[config.mk]
export PLATFORM = sky130hd
export DESIGN_NAME = pipe_hazard_ctrl_flat
export DESIGN_NICKNAME = d
export VERILOG_FILES = /design/src/rtl/pipe_hazard_ctrl_if.sv /design/src/rtl/pipe_hazard_ctrl.sv /design/src/flat_wrapper.sv
export SDC_FILE = /design/constraint.sdc
export NUM_CORES = 1
export LEC_CHECK = 0
export BUFFER_PORTS_ARGS = -buffer_cell sky130_fd_sc_hd__buf_2
export CORE_ASPECT_RATIO = 0.8
export CORE_MARGIN = 4
export CORE_UTILIZATION = 46
export CTS_CLUSTER_SIZE = 16
export DETAILED_ROUTE_END_ITERATION = 16
export GPL_ROUTABILITY_DRIVEN = 0
export PLACE_DENSITY_LB_ADDON = 0.12
export SLEW_MARGIN = 10
export SYNTH_ARGS = -nofsm -noshare
export SYNTH_HDL_FRONTEND = slang
export SYNTH_SLANG_ARGS = --single-unit
[constraint.sdc]
create_clock -name clk -period 2.49 [get_ports clk]
set_clock_uncertainty 0.15 [all_clocks]
set_input_delay 0.1245 -clock clk [delete_from_list [all_inputs] [get_ports clk]]
set_output_delay 0.1245 -clock clk [all_outputs]
set_load 0.03 [all_outputs]
[src/rtl/pipe_hazard_ctrl_if.sv]
// Bundle between the ID stage and the hazard/forwarding controller.
// master: pipeline side (drives ID fields, consumes controls).
// slave : pipe_hazard_ctrl (consumes ID fields, drives controls).
interface pipe_hazard_ctrl_if #(
    parameter int CNT_W = 16
);
    logic [4:0]       id_rs;
    logic [4:0]       id_rt;
    logic             id_use_rs;
    logic             id_use_rt;
    logic             id_wreg;
    logic             id_m2reg;
    logic [4:0]       id_wn;
    logic             stall;
    logic             bubble;
    logic [1:0]       fwda;
    logic [1:0]       fwdb;
    logic [CNT_W-1:0] stall_cnt;

    modport master (
        output id_rs, id_rt, id_use_rs, id_use_rt, id_wreg, id_m2reg, id_wn,
        input  stall, bubble, fwda, fwdb, stall_cnt
    );

    modport slave (
        input  id_rs, id_rt, id_use_rs, id_use_rt, id_wreg, id_m2reg, id_wn,
        output stall, bubble, fwda, fwdb, stall_cnt
    );
endinterface

[src/rtl/pipe_hazard_ctrl.sv]
// Hazard and forwarding controller for a five-stage pipeline.
// Tracks the destinations of the instructions in EX, MEM and WB and compares
// them with the sources of the instruction in ID.
// Build option FORWARD_EN: when defined, full EX/MEM/WB forwarding with a
// single-cycle load-use stall; when undefined, no forwarding and the consumer
// stalls until its producer has left WB.
module pipe_hazard_ctrl #(
    parameter int CNT_W = 16
) (
    input logic               clk,
    input logic               clrn,
    pipe_hazard_ctrl_if.slave bus
);

    typedef struct packed {
        logic       valid;
        logic       wreg;
        logic [4:0] wn;
    } slot_t;

    slot_t            e_q;
    slot_t            m_q;
    slot_t            w_q;
    logic [CNT_W-1:0] cnt_q;
    logic             stall;
    logic [1:0]       fwda;
    logic [1:0]       fwdb;

    logic e_a, e_b, m_a, m_b, w_a, w_b;

    // A slot supplies source r only if it really writes r, r is not the
    // hard-wired zero register, and the ID instruction actually reads r.
    function automatic logic hit(input slot_t s, input logic [4:0] r, input logic use_r);
        return s.valid && s.wreg && (s.wn == r) && (r != 5'd0) && use_r;
    endfunction

    assign e_a = hit(e_q, bus.id_rs, bus.id_use_rs);
    assign e_b = hit(e_q, bus.id_rt, bus.id_use_rt);
    assign m_a = hit(m_q, bus.id_rs, bus.id_use_rs);
    assign m_b = hit(m_q, bus.id_rt, bus.id_use_rt);
    assign w_a = hit(w_q, bus.id_rs, bus.id_use_rs);
    assign w_b = hit(w_q, bus.id_rt, bus.id_use_rt);

`ifdef FORWARD_EN
    // Only EX needs to remember whether it is a load: a load in MEM is
    // forwarded (the MEM mux picks memOut itself), so it never stalls.
    logic e_m2reg_q;

    // Nearest producer wins: EX over MEM over WB.
    function automatic logic [1:0] fwd_sel(input logic he, input logic hm, input logic hw);
        if (he)      return 2'b01;
        else if (hm) return 2'b10;
        else if (hw) return 2'b11;
        else         return 2'b00;
    endfunction

    // Load-use stall detection and forward-select generation.
    always_comb begin
        // NOTE: every output of a combinational block gets a default first so
        // no path leaves it unassigned, which would infer a latch.
        stall = 1'b0;
        fwda  = 2'b00;
        fwdb  = 2'b00;
        if ((e_a || e_b) && e_m2reg_q) begin
            stall = 1'b1;
        end else begin
            fwda = fwd_sel(e_a, m_a, w_a);
            fwdb = fwd_sel(e_b, m_b, w_b);
        end
    end

    // EX-slot load flag follows the EX slot; a bubble is never a load.
    always_ff @(posedge clk or negedge clrn) begin
        if (!clrn) e_m2reg_q <= 1'b0;
        else       e_m2reg_q <= stall ? 1'b0 : bus.id_m2reg;
    end
`else
    // Without forwarding any pending producer of a source blocks the consumer.
    always_comb begin
        stall = 1'b0;
        fwda  = 2'b00;
        fwdb  = 2'b00;
        if (e_a || e_b || m_a || m_b || w_a || w_b) stall = 1'b1;
    end
`endif

    // Tracker shift: slots always advance; a stall inserts an empty slot in EX.
    always_ff @(posedge clk or negedge clrn) begin
        if (!clrn) begin
            e_q <= '0;
            m_q <= '0;
            w_q <= '0;
        end else begin
            // NOTE: sequential state uses non-blocking assignments so every
            // slot samples its neighbour's pre-edge value, giving a true shift.
            w_q <= m_q;
            m_q <= e_q;
            if (stall) e_q <= '0;
            else       e_q <= '{valid: 1'b1, wreg: bus.id_wreg, wn: bus.id_wn};
        end
    end

    // Saturating count of stalled cycles.
    always_ff @(posedge clk or negedge clrn) begin
        if (!clrn)                        cnt_q <= '0;
        else if (stall && (cnt_q != '1))  cnt_q <= cnt_q + 1'b1;
    end

    assign bus.stall     = stall;
    assign bus.bubble    = stall;
    assign bus.fwda      = fwda;
    assign bus.fwdb      = fwdb;
    assign bus.stall_cnt = cnt_q;

endmodule
[src/flat_wrapper.sv]
// flat-port wrapper written by rule: the top's interface ports become plain ports
module pipe_hazard_ctrl_flat 
#(
    parameter int CNT_W = 16
)
  (clk, clrn, bus_id_rs, bus_id_rt, bus_id_use_rs, bus_id_use_rt, bus_id_wreg, bus_id_m2reg, bus_id_wn, bus_stall, bus_bubble, bus_fwda, bus_fwdb, bus_stall_cnt);
  pipe_hazard_ctrl_if #(.CNT_W(CNT_W)) bus_i ();
  input logic clk;
  input logic clrn;
  input wire logic [$bits(bus_i.id_rs)-1:0] bus_id_rs;
  input wire logic [$bits(bus_i.id_rt)-1:0] bus_id_rt;
  input wire logic [$bits(bus_i.id_use_rs)-1:0] bus_id_use_rs;
  input wire logic [$bits(bus_i.id_use_rt)-1:0] bus_id_use_rt;
  input wire logic [$bits(bus_i.id_wreg)-1:0] bus_id_wreg;
  input wire logic [$bits(bus_i.id_m2reg)-1:0] bus_id_m2reg;
  input wire logic [$bits(bus_i.id_wn)-1:0] bus_id_wn;
  output wire logic [$bits(bus_i.stall)-1:0] bus_stall;
  output wire logic [$bits(bus_i.bubble)-1:0] bus_bubble;
  output wire logic [$bits(bus_i.fwda)-1:0] bus_fwda;
  output wire logic [$bits(bus_i.fwdb)-1:0] bus_fwdb;
  output wire logic [$bits(bus_i.stall_cnt)-1:0] bus_stall_cnt;
  assign bus_i.id_rs = bus_id_rs;
  assign bus_i.id_rt = bus_id_rt;
  assign bus_i.id_use_rs = bus_id_use_rs;
  assign bus_i.id_use_rt = bus_id_use_rt;
  assign bus_i.id_wreg = bus_id_wreg;
  assign bus_i.id_m2reg = bus_id_m2reg;
  assign bus_i.id_wn = bus_id_wn;
  assign bus_stall = bus_i.stall;
  assign bus_bubble = bus_i.bubble;
  assign bus_fwda = bus_i.fwda;
  assign bus_fwdb = bus_i.fwdb;
  assign bus_stall_cnt = bus_i.stall_cnt;
  pipe_hazard_ctrl #(.CNT_W(CNT_W)) u_core (.clk(clk), .clrn(clrn), .bus(bus_i));
endmodule
* Yosys cells after proc, flatten, opt, wreduce, memory -nomap -nowiden
Cells that the tools add are included.
** Storage, ports and cells
- Register bits after elaboration :: 37
- Latch bits :: 0
- RAM bits :: 0
- Bits in read-only memories :: 0
- Input bits :: 21
- Output and inout bits :: 22
- Logic and storage cells :: 49
- Memories kept :: 0
** Operators by class
- Add/sub/neg operators :: 1
- Multipliers :: 0
- Div/mod/pow operators :: 0
- $lt $le $gt $ge :: 0
- Equal/unequal tests :: 7
- Shifts and indexed selects :: 0
- Multiplexer cells :: 2
- Bitwise operators :: 0
- Reduce and logical (&&, ||, !) cells :: 29
** Operators by type and width (count)
- 5-bit equality test :: 6
- 1-bit logical AND :: 22
- 16-bit by 1-bit adder with 16-bit output (second input constant) :: 1
- 16-bit inequality test (second input constant) :: 1
- 5-bit nonzero test :: 2
- 7-bit 2-to-1 mux :: 1
- 1-bit logical OR :: 5
- 1-bit 2-to-1 mux :: 1

* Longest topological paths before layout
- Depth in word-level cells :: 11
- Mapped depth :: 8
- Mapped depth without buffers :: 8

* Worst setup path before layout
Ideal clock, no wire load.
- Kind :: register to register
- Start point :: register u_core.cnt_q[0] (netlist: u_core.bus.stall_cnt[0])
- End point :: register u_core.cnt_q[1] (netlist: u_core.bus.stall_cnt[1])
- Library setup time :: 125 ps
- Arrival :: 2042 ps
- Data required time :: 2215 ps
- Path slack :: 174 ps
- Stages on the path, launching flop included :: 8
- Path buffers :: 0
- Clock period less this slack :: 2316 ps
- Path through :: dfrtp_1 -> ha_1 -> nand3_1 -> nor4_1 -> a21o_1 -> a31oi_4 -> nor2_8 -> mux2_2
** Between the ends
- Longest elaborated chain between the ends :: 2
- Elaborated cells on any way between the ends :: 3
- Classes of those cells :: add/sub (1); eq/ne (1); reduce/logical (1)
** Ends and longest elaborated chain
- start: declaration :: RTL line pipe_hazard_ctrl.sv:24 : logic [CNT_W-1:0] cnt_q;
- start signal: assignment :: RTL line pipe_hazard_ctrl.sv:106 : else if (stall && (cnt_q != '1)) cnt_q <= cnt_q + 1'b1;
- parallel branches: the longest is 2 deep, another holds 16-bit by 1-bit adder with 16-bit output
Several ways; the timed one is not identified.
A chain may end at the register's enable or synchronous reset.

* Worst setup path in the final report
- Start point :: register u_core.e_q[1] (netlist bit)
- End point :: output bus_stall
** Between the ends
- Longest elaborated chain between the ends :: 10
- Elaborated cells on any way between the ends :: 14
- Classes of those cells :: eq/ne (2); mux (1); reduce/logical (11)
** Ends and longest elaborated chain
- start: declaration :: RTL line pipe_hazard_ctrl.sv:21 : slot_t e_q;
- start signal: assignment :: RTL line pipe_hazard_ctrl.sv:99 : else e_q <= '{valid: 1'b1, wreg: bus.id_wreg, wn: bus.id_wn};
- 5-bit equality test :: RTL line pipe_hazard_ctrl.sv:34 : return s.valid && s.wreg && (s.wn == r) && (r != 5'd0) && use_r;
- 1-bit logical AND (3 in a row) :: RTL line pipe_hazard_ctrl.sv:34
- 1-bit logical OR * (5 in a row) :: RTL line pipe_hazard_ctrl.sv:83 : if (e_a || e_b || m_a || m_b || w_a || w_b) stall = 1'b1;
- 1-bit 2-to-1 mux * :: RTL line pipe_hazard_ctrl.sv:83
- end: declaration :: RTL line flat_wrapper.sv:17 : output wire logic [$bits(bus_i.stall)-1:0] bus_stall;
Mark *: on every way between the ends. The rest lies on a longest branch, timed or not.

==> flow_metrics.env <==
export IMPL_status="finished clean"
export IMPL_whs_ps=222
export IMPL_grt_pass1_wl_mm=6.38
export IMPL_slew_violations=0
export IMPL_grt_max_degree=38
export IMPL_post_route_period_util_pct=94.4
export IMPL_reg2reg_depth=7
export IMPL_cp_end_kind="primary output"
export IMPL_power_mw=1.54
export IMPL_n_antenna_cell=0
export IMPL_path_clk_slew_ps=70
export IMPL_routedWlPerCell_um=13.7
export IMPL_dp_cells=251
export IMPL_cts_buffers=5
export IMPL_worst_slack_ps=140
export IMPL_worstSkewPairLatency_ps=280
export IMPL_crit_fanout=8
export IMPL_fmax_ghz=0.425
export IMPL_die_w_um=78.3
export IMPL_cts_tree="done"
export IMPL_drt_iter0_drc=63
export IMPL_ant_nets=0
export IMPL_post_dp_cell_area_um2=2070
export IMPL_io_pins=43
export IMPL_r2r_end="u_core.bus.stall_cnt[6]"
export IMPL_hold_violations=0
export IMPL_p_leak_nw=1.02
export IMPL_hp_start="u_core.m_q[5]"
export IMPL_die_y_um=64.3
export IMPL_antenna_found_initial=0
export IMPL_syn_avg_cell_area_um2=11.5
export IMPL_synth_warnings=0
export IMPL_drt_wl_total_mm=3.65
export IMPL_pre_cts_slack_ps=194
export IMPL_start_util_pct=47.8
export IMPL_setup_viol=0
export IMPL_crit_type="flip-flop to primary output"
export IMPL_relSlewSlack_pct=47.1
export IMPL_clkSinkCount=37
export IMPL_finalCriticalPeriod_ps=2350
export IMPL_clockRootBuffer="clkbuf_8"
export IMPL_vias=1258
export IMPL_grt_pass1_vias=1334
export IMPL_rows=20
export IMPL_hpwl_mm=2.84
export IMPL_synth_seq_cells=37
export IMPL_cts_buffer_depth=2
export IMPL_portBuffers=37
export IMPL_finalSetupTns_ps=0
export IMPL_rr_startpoint="u_core.w_q[4]"
export IMPL_timing_max_cap_violations=0
export IMPL_hold_depth=0
export IMPL_hp_class="flip-flop to flip-flop"
export IMPL_vdd_ir_drop_worst_v=0.000588
export IMPL_final_cells=266
export IMPL_rsz0062_at_grt="no"
export IMPL_critPathRequiredTime_ps=2220
export IMPL_nNetsFinal=232
export IMPL_grt_use_total_pct=16.4
export IMPL_final_cell_area_um2=2260
export IMPL_r2r_setup_slack_ps=210
export IMPL_cp_arrival_ps=2080
export IMPL_netlist_area_um2=1820
export IMPL_ys_seq_area_share_pct=50.9
export IMPL_post_cts_buffers=0
export IMPL_vias_per_cell=4.73
export IMPL_route_detailed_drc=0
export IMPL_gr_total_overflow=0
export IMPL_area_delta_synth_final_pct=24.0
export IMPL_post_route_cells_drive_above_1_share_pct=27.5
export IMPL_postLayoutCoreUtil_pct=59.3
export IMPL_holdPathEnd="u_core.w_q[5]"
export IMPL_synth_cell_types=29
export IMPL_dieArea_um2=5030
export IMPL_core_area_um2=3800
export IMPL_worst_pin_slew_ps=793
export IMPL_power_density_nw_per_um2=684
export IMPL_cts_resized=0
export IMPL_synthCells=158
export IMPL_dr_pass1_iters=6
export IMPL_start_kind="flip-flop"
export IMPL_cts_max_level=2
export IMPL_final_cell_mix="37 x buf_2, 37 x dfrtp_1, 30 x xnor2_1, 15 x xor2_1, 9 x nand2_1"
## where the power goes
| group | internal, mW | switching, mW |
|---|---|---|
| Clock | 0.326 | 0.197 |
| Sequential | 0.659 | 0.0597 |
| Combinational | 0.123 | 0.177 |
| Total | 1.11 | 0.434 |
## what timing repair did
item / in CTS / in global routing
endpoints found under the setup margin: 0 / 0
hold buffers: 7 / 0
endpoints found under the hold margin: 43 / 0
## layout make-up
type                    instances  area, um^2
inverters                       5        18.8
fillers                       341        1550
clock inverters                 1        30.0
clock buffers                   7        86.3
repair buffers                 47         278
multi-input cells             114         848
well taps                      55        68.8
flip-flops and latches         37         926
## cell families after synthesis
family	Yosys count	share of synthesized area [%]
AND/OR/NAND/NOR	53	18.5
multiplexers	1	0.619
other	1	0.206
AO/OA/AOI/OAI	10	4.33
flip-flops	37	50.9
XOR/XNOR	45	21.7
buffers and inverters	10	3.10
adder cells (fa/ha/maj)	1	0.688
## registers in the layout, summed over array words and instances, names as in the netlist
name / cells
u_core.bus.stall_cnt: 16
u_core.e_q: 7
u_core.m_q: 7
u_core.w_q: 7
## cells in the mapped netlist
cell type | count | share of area, %
dfrtp_1 | 37 | 51
nor3_1 | 7 | 1.9
o21ai_0 | 4 | 1.1
and3_1 | 2 | 0.69
nor4_1 | 1 | 0.34
nor2_8 | 1 | 1.1
a31oi_4 | 1 | 1.2
and2_1 | 6 | 2.1
a21oi_1 | 1 | 0.27
nor2_1 | 5 | 1.0
buf_4 | 5 | 2.1
a31oi_1 | 1 | 0.34
o21ai_2 | 1 | 0.48
inv_1 | 5 | 1.0
xnor2_1 | 30 | 14
nand4_1 | 6 | 2.1
nand3_1 | 4 | 1.1
or3_4 | 2 | 1.2
conb_1 | 1 | 0.21
nor4_2 | 4 | 2.8
and4_1 | 1 | 0.48
or3_1 | 3 | 1.0
ha_1 | 1 | 0.69
o31a_2 | 1 | 0.55
nand2_1 | 9 | 1.9
mux2_2 | 1 | 0.62
or4_1 | 2 | 0.83
a21o_1 | 1 | 0.41
xor2_1 | 15 | 7.2
## worst max-delay path by stage
stage / cells past startpoint / start / slack (ps) / end
global route: 8 / u_core.e_q[1] / 7 / bus_bubble
global placement: 7 / u_core.e_q[1] / 250 / u_core.bus.stall_cnt[6]
finish: 8 / u_core.e_q[1] / 140 / bus_stall
detailed placement: 7 / u_core.w_q[4] / 190 / u_core.bus.stall_cnt[6]
CTS: 8 / u_core.w_q[4] / 110 / bus_bubble
floorplan: 7 / u_core.bus.stall_cnt[0] / 170 / u_core.bus.stall_cnt[1]
## layer usage
layer  global-route usage (%)  routed length (um)
met1                     23.1                1770
met2                     25.3                1670
met3                     4.08                 171
met4                     4.59                  35
met5                        0                   0
## critical path, stage by stage (launching register included)
cell	delay, ps
dfrtp_1	420
xnor2_1	200
nand4_1	120
or3_4	420
a31oi_1	170
nor2_1	70
buf_4	150
inv_1	60
buf_2	190
Power figures use the tool's default switching activity.
